`src/rtl/key_sched_pkg.sv`:
```
// rtl/key_sched_pkg.sv - shared types and timing constants for the key action scheduler
package key_sched_pkg;

  typedef enum logic [1:0] {
    ST_IDLE = 2'd0,
    ST_ON   = 2'd1,
    ST_GAP  = 2'd2
  } state_t;

  localparam int DEF_ON_CYC  = 30_000_000;
  localparam int DEF_GAP_CYC = 5_000_000;
  // 50 MHz system clock, also used by the per-key debounce blocks
  localparam int CYC_PER_MS  = 50_000;

endpackage

```
`src/rtl/rr_pick.sv`:
```
// rtl/rr_pick.sv - combinational round-robin picker: first set request at or after ptr
module rr_pick #(
  parameter int N_KEY = 4,
  parameter int ID_W  = 2
) (
  input  logic [N_KEY-1:0] req,
  input  logic [ID_W-1:0]  ptr,
  output logic             valid,
  output logic [ID_W-1:0]  idx
);

  logic [N_KEY-1:0] rot;
  int               pos;

  always_comb begin
    // rot[k] is the request of key (ptr + k) mod N_KEY
    rot   = N_KEY'({req, req} >> ptr);
    valid = |req;
    idx   = '0;
    pos   = 0;
    for (int k = N_KEY - 1; k >= 0; k--) begin
      if (rot[k]) begin
        pos = int'(ptr) + k;
        if (pos >= N_KEY) pos = pos - N_KEY;
        idx = ID_W'(pos);
      end
    end
  end

endmodule

```
`src/rtl/key_action_sched.sv`:
```
// rtl/key_action_sched.sv - round-robin sharing of one timed action output among N keys
module key_action_sched
  import key_sched_pkg::*;
#(
  parameter int N_KEY   = 4,
  parameter int ID_W    = 2,
  parameter int ON_CYC  = DEF_ON_CYC,
  parameter int GAP_CYC = DEF_GAP_CYC,
  parameter int CNT_W   = 26
) (
  input  logic             sys_clk,
  input  logic             sys_rst_n,
  input  logic [N_KEY-1:0] key_flag,
  input  logic             pend_clr,
  output logic             act_out,
  output logic [ID_W-1:0]  act_id,
  output logic             act_start,
  output logic             busy,
  output logic [N_KEY-1:0] pend,
  output logic             ovf
);

  state_t           state;
  state_t           state_next;
  logic [CNT_W-1:0] timer;
  logic [ID_W-1:0]  rr_ptr;
  logic             pick_valid;
  logic [ID_W-1:0]  pick_idx;
  logic             on_done;
  logic             gap_done;
  logic             grant;
  logic [N_KEY-1:0] grant_mask;

  rr_pick #(
    .N_KEY (N_KEY),
    .ID_W  (ID_W)
  ) u_rr_pick (
    .req   (pend),
    .ptr   (rr_ptr),
    .valid (pick_valid),
    .idx   (pick_idx)
  );

  assign on_done    = (state == ST_ON)  && (timer == CNT_W'(ON_CYC - 1));
  assign gap_done   = (state == ST_GAP) && (timer == CNT_W'(GAP_CYC - 1));
  assign grant      = pick_valid && ((state == ST_IDLE) || gap_done);
  assign grant_mask = grant ? (N_KEY'(1) << pick_idx) : '0;

  always_ff @(posedge sys_clk or negedge sys_rst_n) begin
    if (!sys_rst_n) state <= ST_IDLE;
    else            state <= state_next;
  end

  always_comb begin
    state_next = state;
    case (state)
      ST_IDLE: if (grant)    state_next = ST_ON;
      ST_ON:   if (on_done)  state_next = ST_GAP;
      ST_GAP:  if (gap_done) state_next = grant ? ST_ON : ST_IDLE;
      default:               state_next = ST_IDLE;
    endcase
  end

  always_comb begin
    act_out = (state == ST_ON);
    busy    = (state != ST_IDLE);
  end

  // A new flag always wins over a grant-clear or pend_clr in the same cycle
  always_ff @(posedge sys_clk or negedge sys_rst_n) begin
    if (!sys_rst_n) begin
      timer     <= '0;
      rr_ptr    <= '0;
      act_id    <= '0;
      act_start <= 1'b0;
      pend      <= '0;
      ovf       <= 1'b0;
    end else begin
      if (grant || on_done || gap_done) timer <= '0;
      else if (state != ST_IDLE)        timer <= timer + 1'b1;
      if (grant) begin
        act_id <= pick_idx;
        rr_ptr <= (pick_idx == ID_W'(N_KEY - 1)) ? '0 : pick_idx + 1'b1;
      end
      act_start <= grant;
      ovf       <= |(key_flag & pend & ~grant_mask);
      pend      <= (pend & ~grant_mask & ~{N_KEY{pend_clr}}) | key_flag;
    end
  end

endmodule

```
`config.mk`:
```
export PLATFORM = sky130hd
export DESIGN_NAME = key_action_sched
export DESIGN_NICKNAME = d
export VERILOG_FILES = /design/src/rtl/key_sched_pkg.sv /design/src/rtl/rr_pick.sv /design/src/rtl/key_action_sched.sv
export SDC_FILE = /design/constraint.sdc
export NUM_CORES = 1
export LEC_CHECK = 0
export ABC_CLOCK_PERIOD_IN_PS = 5700
export CAP_MARGIN = 20
export CELL_PAD_IN_SITES_DETAIL_PLACEMENT = 1
export CELL_PAD_IN_SITES_GLOBAL_PLACEMENT = 2
export CORE_UTILIZATION = 41
export CTS_BUF_LIST = sky130_fd_sc_hd__clkbuf_4
export DETAILED_ROUTE_END_ITERATION = 8
export PLACE_DENSITY = 0.95
export SYNTH_ARGS = -nofsm -noshare
export SYNTH_HDL_FRONTEND = slang
export SYNTH_SLANG_ARGS = --single-unit
```
`constraint.sdc`:
```
create_clock -name sys_clk -period 5.7 [get_ports sys_clk]
set_clock_uncertainty 0.15 [all_clocks]
set_input_delay 1.71 -clock sys_clk [delete_from_list [all_inputs] [get_ports sys_clk]]
set_output_delay 1.71 -clock sys_clk [all_outputs]
set_load 0.02 [all_outputs]
```
* Word level (Yosys, flattened, before mapping)
Cells that the tools add are included.
** Storage, ports and cells
- Register bits after elaboration :: 38
- Latch bits :: 0
- Bits in writable memories :: 0
- Memory bits (read-only) :: 0
- Input bits :: 7
- Word-level logic and storage cells :: 66
- Memories :: 0
** Operators by class
- Add/sub/neg operators :: 9
- $mul :: 0
- Div/mod/pow operators :: 0
- $lt $le $gt $ge :: 4
- Eq/ne operators :: 8
- Shift operators :: 2
- Mux-type cells :: 17
- Bitwise logic cells :: 7
- Reduce and logical (&&, ||, !) cells :: 12
** Operator list (number)
- two-way mux 26 bit :: 2
- adder 26 x 1 -> 26 bit, second input constant :: 1
- == test 26 x 23 -> 1 bit, second input constant :: 1
- == test 26 x 25 -> 1 bit, second input constant :: 1
- two-way mux 2 bit :: 12
- AND 4 bit :: 4
- >= comparator 3 bit, second input constant :: 3
- inverter 4 bit :: 2
- OR reduction 4 bit :: 2
- >> shifter 8 x 2 -> 4 bit :: 1
- subtractor 2 x 1 -> 2 bit, second input constant :: 4
- adder 2 x 2 -> 3 bit, second input constant :: 2
- one-hot mux 2 bit (3 select lines) :: 1
- == test 2 bit, second input constant :: 2
- two-way mux 4 bit :: 1
- inequality test 2 bit, second input constant :: 2
- bitwise OR 4 bit :: 1
- nonzero test 2 bit :: 2
- << shifter 1 x 2 -> 4 bit, first input constant :: 1
- adder 2 x 1 -> 3 bit, second input constant :: 1
- >= comparator 2 x 3 -> 1 bit, second input constant :: 1
- logical AND 1 bit :: 3
- logical OR 1 bit :: 3
- AND reduction 3 bit :: 1
- other kinds (5) :: 5

* Depth between registers and ports, before layout
Gate-level depths: netlist of the first run.
- Word-level depth :: 13
- Mapped depth :: 8

* By module
From an unflattened synthesis of the first run, not the netlist that was laid out.
** Unflattened totals
- Cells, all modules :: 246
- Area, all modules :: 2326.0 µm²
** By module, submodules not included
- key_action_sched :: times used 1, cells an instance 235, area an instance 2254.7 µm²
- rr_pick :: times used 1, cells an instance 11, area an instance 71.3 µm²

* Worst setup path before layout of the first run
Ideal clock, no wire load.
- Path kind :: register to output
- Start point :: register state[1]
- End point :: output port busy
- Arrival time :: 903 ps
- Data required time :: 3840 ps
- Slack :: 2937 ps
- Cell stages (with the launch flop) :: 3
- Cell sequence :: dfrtp_1 -> clkbuf_1 -> or2_2
** On the way
- Word-level cells in the longest chain between the ends :: 1
** Ends and longest elaborated chain
- start: declaration :: line key_action_sched.sv:23 : state_t state;
- start signal: assignment :: line key_action_sched.sv:51 : else state <= state_next;
- nonzero test 2 bit :: line key_action_sched.sv:66 : busy = (state != ST_IDLE);
- end: declaration :: line key_action_sched.sv:18 : output logic busy,
No other way between the ends.

* Final worst setup path of the first run
Same ends and word-level chain as after synthesis.

==> impl_metrics.tcl, run 1 <==
set metrics [dict create \
    fin_setup_tns_ns 0 \
    place_hpwl_um 4550 \
    drive_gt1_share_pct 10.1 \
    dp_slack_ns 2.45 \
    crit_slowest_cell "clkdlybuf4s50_1" \
    cp_max_fo 8 \
    peakVddDrop_uv 120 \
    synth_fp_nets 291 \
    swShare_pct 33.8 \
    p_per_area_nw_per_um2 238 \
    syn_area_per_cell_um2 8.70 \
    first_pass_iters 4 \
    fin_crit_sh_pct 63.9 \
    hp-class "flip-flop to flip-flop" \
    p_int_w 0.000418 \
    final_common_cell "nand2_1" \
    die_h_um 78.9 \
    place_area_um2 2600 \
    worst_pin_slew_ns 0.941 \
    ys_ff_latch 38 \
    met1Wirelength_um 3190 \
    worstSkewPairLatency_ns 0.34 \
    power_frac_comb_pct 22.2 \
    core-area_um2 5610 \
    status "finished, final reports clean" \
    start_util_pct 43.3 \
    post_cts_resized 0 \
    final_cell_mix "nand2_1 (44), dfrtp_1 (38), o211ai_1 (21)" \
    fin_area_um2 2660 \
    cp.arrival_ns 1.78 \
    maxSlewViolCount 0 \
    worst_slack_ns 2.06 \
    rsz0062_at_grt "no" \
    area_growth_pct 9.54 \
    synthAdderAreaFrac_pct 2.58 \
    vias 2228 \
    synth_area_um2 2430 \
    grt_pass1_vias 2219 \
    grt-ovfl-total 0 \
    cts_buffer_depth 2 \
    rows 27 \
    drc_errors 0 \
    finalSetupViolCount 0 \
    cp_data_required_time_ns 3.84 \
    hold_violations 0 \
    yosysSeqAreaShare_pct 39.2 \
    pwr-share-seq_pct 55.1 \
    fmax_mhz 275 \
    gp_congestion 0.841 \
    htree_num_levels 2 \
    cts_setup_buffers 0 \
    die_area_um2 6230 \
    cts_made_buffers 5 \
    cts_root_buffer "clkbuf_4" \
    clk_pin_slew_worst_paths_ns 0.12 \
    yosysUniqueCellTypes 49 \
    cts_tree "yes" \
    finalWirelength_um 6570 \
    grt_pass1_wl_um 11200 \
    synth_xor_xnor_area_share_pct 0 \
    relSlewSlack_pct 37.3 \
    drtAntennaViolNets 0 \
    synthSimpleGateAreaFrac_pct 28.4 \
    clock_sinks 38 \
    end_kind "output pin" \
    port_buffers 16 \
    antenna_cells 0 \
    synthCells 279 \
    synth.area.mux_share_pct 2.99 \
    top_layer "met4" \
    start_kind "flip-flop" \
    maxCapViolations 0 \
    synth_top_family_by_area "simple AND/OR/NAND/NOR gates" \
    synth_compound_area_share_pct 21.5 \
    nNetsFinal 298 \
    cts_hold_buf 0 \
    antenna_found_initial 0 \
    met2_length_um 3160 \
    critPathMaxStageDelay_ns 0.55 \
    wl_per_cell_um 18.3 \
    drt_iter0_markers 175 \
    grt_usage_pct 23.1 \
    p_leak_nw 0.958 \
    grt_max_degree 39 \
    met3_length_um 165 \
    power.share.clock_pct 22.7 \
    filler_cell_count 707 \
    power.switching_w 0.000213 \
    io_pins 17 \
    min_period_ns 3.64 \
    synth_warnings 0 \
    avgViaCountPerCell 6.21 \
    cp_cell_sequence "or2_2 -> clkdlybuf4s50_1" \
    criticalPathCategory "flip-flop to output pin" \
    die_w_um 78.9 \
]
[path summary, 6_finish.rpt]
kind	from	endpoint	slack, ns	cells past startpoint
worst max register to register	timer[20]$_DFFE_PN0P_	timer[7]$_DFFE_PN0P_	2.41	5
worst min-delay path	act_id[1]$_DFFE_PN0P_	act_id[1]$_DFFE_PN0P_	0.37	1
min in group asynchronous	sys_rst_n	pend[1]$_DFF_PN0_	1.33	1
worst max-delay path	state[1]$_DFFE_PN0P_	busy	2.06	2
worst min register to register	act_id[1]$_DFFE_PN0P_	act_id[1]$_DFFE_PN0P_	0.37	1
max in group asynchronous	sys_rst_n	rr_ptr[0]$_DFFE_PN0P_	3.49	1
[synthesized netlist by cell type, drive strengths merged]
cell / n / share of area, %
and3: 2 / 0.52
o31ai: 3 / 0.93
a21oi: 6 / 1.2
o21ai: 20 / 4.1
nand2b: 1 / 0.26
nor2: 18 / 3.2
or3b: 2 / 0.72
nand4: 9 / 2.9
inv: 12 / 1.9
nor4: 6 / 1.8
buf: 8 / 2.0
or4: 2 / 0.93
or3: 6 / 1.5
nand2: 44 / 6.8
o311ai: 7 / 2.5
o22ai: 3 / 0.77
nor4b: 3 / 1.1
or2: 2 / 0.52
mux2i: 5 / 2.1
mux2: 2 / 0.93
nand3b: 1 / 0.31
a32oi: 1 / 0.36
and4: 5 / 1.8
clkbuf: 10 / 1.5
a31o: 4 / 1.4
or4b: 1 / 0.41
nor4bb: 1 / 0.41
nor2b: 1 / 0.26
o41ai: 1 / 1.1
nor3: 5 / 1.0
a311oi: 1 / 0.62
and2: 3 / 0.77
nand3: 15 / 3.1
o21a: 1 / 0.31
o221ai: 2 / 0.72
ha: 5 / 2.6
a21boi: 1 / 0.31
o211ai: 21 / 6.5
o41a: 1 / 0.46
dfrtp: 38 / 39
[per-layer routing]
layer / up-vias / GRT usage (%)
li1: 1057 / -
met1: 1135 / 31.9
met2: 30 / 38.1
met3: 6 / 3.56
met4: 0 / 5.27
met5: - / 0
[critical path, delay by kind of cell (launching register included)]
| kind | cells | cell delay (ns) |
|---|---|---|
| buffers and inverters | 1 | 0.55 |
| DFF | 1 | 0.51 |
| and+or+nand+nor | 1 | 0.38 |
[through the flow]
stage	std cells	util, %	power, W	hold WS [ns]
2_1_floorplan	279	-	0.000437	0.336
3_3_place_gp	351	46.4	0.000485	0.341
3_5_place_dp	351	46.4	0.000494	0.350
4_1_cts	359	47.4	0.000641	0.377
5_1_grt	359	47.4	0.000681	0.408
6_report	359	47.4	0.000631	0.373
[sequential cells by signal, summed over array words and instances (netlist names)]
name,count
act_start,1
pend,4
state,2
act_id,2
timer,26
rr_ptr,2
ovf,1
[logic make-up after synthesis]
kind of cell / count (synthesis)
compound gates: 72
fa+ha+maj: 5
buf+inv: 30
flops: 38
mux: 7
simple gates: 127
[power groups by stage]
| stage | registers, W | clock network, W | logic [W] |
|---|---|---|---|
| global placement | 0.000351 | 0 | 0.000135 |
| finish | 0.000348 | 0.000143 | 0.000140 |
| detailed placement | 0.000352 | 0 | 0.000141 |
| floorplan | 0.000343 | 0 | 0.0000947 |
| CTS | 0.000348 | 0.000152 | 0.000142 |
| global route | 0.000356 | 0.000162 | 0.000163 |
[layout make-up]
class | instances | area, um^2 | share of cell area, %
repair buffers | 18 | 170 | 6.40
multi-input cells | 211 | 1350 | 50.7
inverters | 12 | 45.0 | 1.69
flip-flops and latches | 38 | 951 | 35.8
clock buffers | 6 | 45.0 | 1.69
well taps | 72 | 90.1 | 3.39
clock inverters | 2 | 8.76 | 0.330
Power figures use the tool's default switching activity.
==> run 2: changes to the inputs <==
ABC_CLOCK_PERIOD_IN_PS = 3100   (was 5700)
CORE_UTILIZATION = 34   (was 41)
PLACE_DENSITY = 0.87   (was 0.95)
clock period = 3.1 ns   (was 5.7 ns; I/O delays follow)
==> run 2 against run 1 <==
Cell area grew 5.2%. Via count grew 0.36%. Critical path depth unchanged. Clock power increased to 3.0 times the previous value. Global-route usage decreased by 3.1 points. Combinational power grew 87%. Register-to-register slack lost 2.1 ns. Total power up 110%. Largest power group unchanged. Non-clock buffer count grew 8. Largest cell class unchanged.
==> impl_metrics.tcl, run 2 (synthesis gave the netlist of run 1 again) <==
set metrics [dict create \
    io_pins 17 \
    r2r-start "timer[0]$_DFFE_PN0P_" \
    clock_sinks 38 \
    die_w_um 86.5 \
    clk_pin_slew_worst_paths_ns 0.13 \
    antenna_cells 0 \
    finalSetupViolCount 0 \
    min_period_ns 2.89 \
    vias 2236 \
    die_h_um 86.5 \
    hp-class "flip-flop to flip-flop" \
    drt_iter0_markers 106 \
    rsz0062_at_grt "no" \
    maxCapViolations 0 \
    grt_pass1_vias 2199 \
    cts_made_buffers 5 \
    grt-ovfl-total 0 \
    nNetsFinal 306 \
    avgViaCountPerCell 5.72 \
    gp_congestion 0.783 \
    cp_max_fo 8 \
    ff2ff_path_depth 7 \
    cts_setup_buffers 0 \
    cts_tree "yes" \
    fin_crit_sh_pct 93.1 \
    wl_per_cell_um 17.7 \
    utilization_pct 40.9 \
    p_per_area_nw_per_um2 476 \
    worstSkewPairLatency_ns 0.35 \
    port_buffers 16 \
    start_kind "flip-flop" \
    p_int_w 0.000925 \
    drc_errors 0 \
    drive_gt1_share_pct 12.5 \
    maxSlewViolCount 0 \
    crit_start "state[1]$_DFFE_PN0P_" \
    cp.arrival_ns 1.81 \
    end_kind "output pin" \
    fin_setup_tns_ns 0 \
    fmax_mhz 347 \
    power.switching_w 0.000406 \
    r2r-end "timer[19]$_DFFE_PN0P_" \
    cts_buffer_depth 2 \
    area_growth_pct 15.2 \
    swShare_pct 30.5 \
    peakVddDrop_uv 241 \
    core-area_um2 6830 \
    drtAntennaViolNets 0 \
    post_cts_resized 0 \
    criticalPathCategory "flip-flop to output pin" \
    top_regs "timer: 26 flops, pend: 4 flops" \
    relSlewSlack_pct 39.7 \
    min_from "act_id[1]$_DFFE_PN0P_" \
    start_util_pct 35.5 \
    hold_violations 0 \
    final_cell_mix "nand2_1 (44), dfrtp_1 (38), o211ai_1 (21)" \
    finalWirelength_um 6920 \
    largest_reg_flops 26 \
    power.share.clock_pct 32.0 \
    die_area_um2 7480 \
    place_hpwl_um 4790 \
    cp_data_required_time_ns 2.02 \
    grt_usage_pct 20.0 \
    status "finished, final reports clean" \
    p_leak_nw 1.02 \
    rows 30 \
    first_pass_iters 4 \
    grt_pass1_wl_um 11400 \
    rrSetupSlack_ns 0.30 \
    cts_root_buffer "clkbuf_4" \
    antenna_found_initial 0 \
    top_register "timer" \
    htree_num_levels 2 \
    power_frac_comb_pct 19.7 \
    cts_hold_buf 0 \
    final_common_cell "nand2_1" \
    pwr-share-seq_pct 48.3 \
    grt_max_degree 39 \
    endpoint "busy" \
    worst_pin_slew_ns 0.905 \
]
[run 2: cell count changes in the layout (fill, tap and decap cells not counted), sizes merged]
cell | previous run | this run
clkbuf | 6 | 5
clkinv | 2 | 1
buf | 3 | 11
bufinv | 0 | 2
[run 2: how the worst min path moves through the flow]
stage,depth (start not counted),slack (ns),end
finish,1,0.39,act_id[1]$_DFFE_PN0P_
global route,1,0.41,act_id[1]$_DFFE_PN0P_
CTS,1,0.39,act_id[1]$_DFFE_PN0P_
detailed placement,1,0.36,act_id[1]$_DFFE_PN0P_
global placement,1,0.36,act_id[1]$_DFFE_PN0P_
floorplan,1,0.34,rr_ptr[0]$_DFFE_PN0P_
[run 2: metrics by stage]
stage | hold WS [ns] | setup WS [ns] | power, W | std cells | cell area, um^2
2_1_floorplan | 0.336 | 0.787 | 0.000804 | 279 | 2430
3_3_place_gp | 0.362 | 0.412 | 0.000900 | 382 | 2690
3_5_place_dp | 0.365 | 0.342 | 0.000917 | 382 | 2690
4_1_cts | 0.395 | 0.191 | 0.00135 | 390 | 2790
5_1_grt | 0.411 | 0.0858 | 0.00140 | 391 | 2800
6_report | 0.394 | 0.215 | 0.00133 | 391 | 2800
[run 2: cell type report]
class                           instances  area (um^2)
Fill cell                             823         4040
Multi-Input combinational cell        211         1350
Sequential cell                        38          951
Timing Repair Buffer                   26          230
Tap cell                               96          120
Clock inverter                          3         63.8
Inverter                               12         45.0
Clock buffer                            5         37.5
[run 2: critical path, stage by stage (launching register included)]
cell	delay (ns)
dfrtp_1	0.53
or2_2	0.37
clkdlybuf4s50_1	0.55
[run 2: routing by layer]
layer / part of all wire (%) / track usage, % / up-vias
met1: 46 / 25.7 / 1108
met3: 4.0 / 3.90 / 9
met4: 1.3 / 5.30 / 0
met2: 49 / 34.3 / 44
li1: - / - / 1075
met5: 0 / 0 / -
[run 2: power by group through the flow]
stage,Combinational [W],Sequential [W],Clock (W)
final,0.000262,0.000643,0.000425
after global routing,0.000293,0.000655,0.000457
after CTS,0.000265,0.000642,0.000440
after detailed placement,0.000264,0.000653,0
after global placement,0.000250,0.000649,0
after floorplan,0.000174,0.000630,0
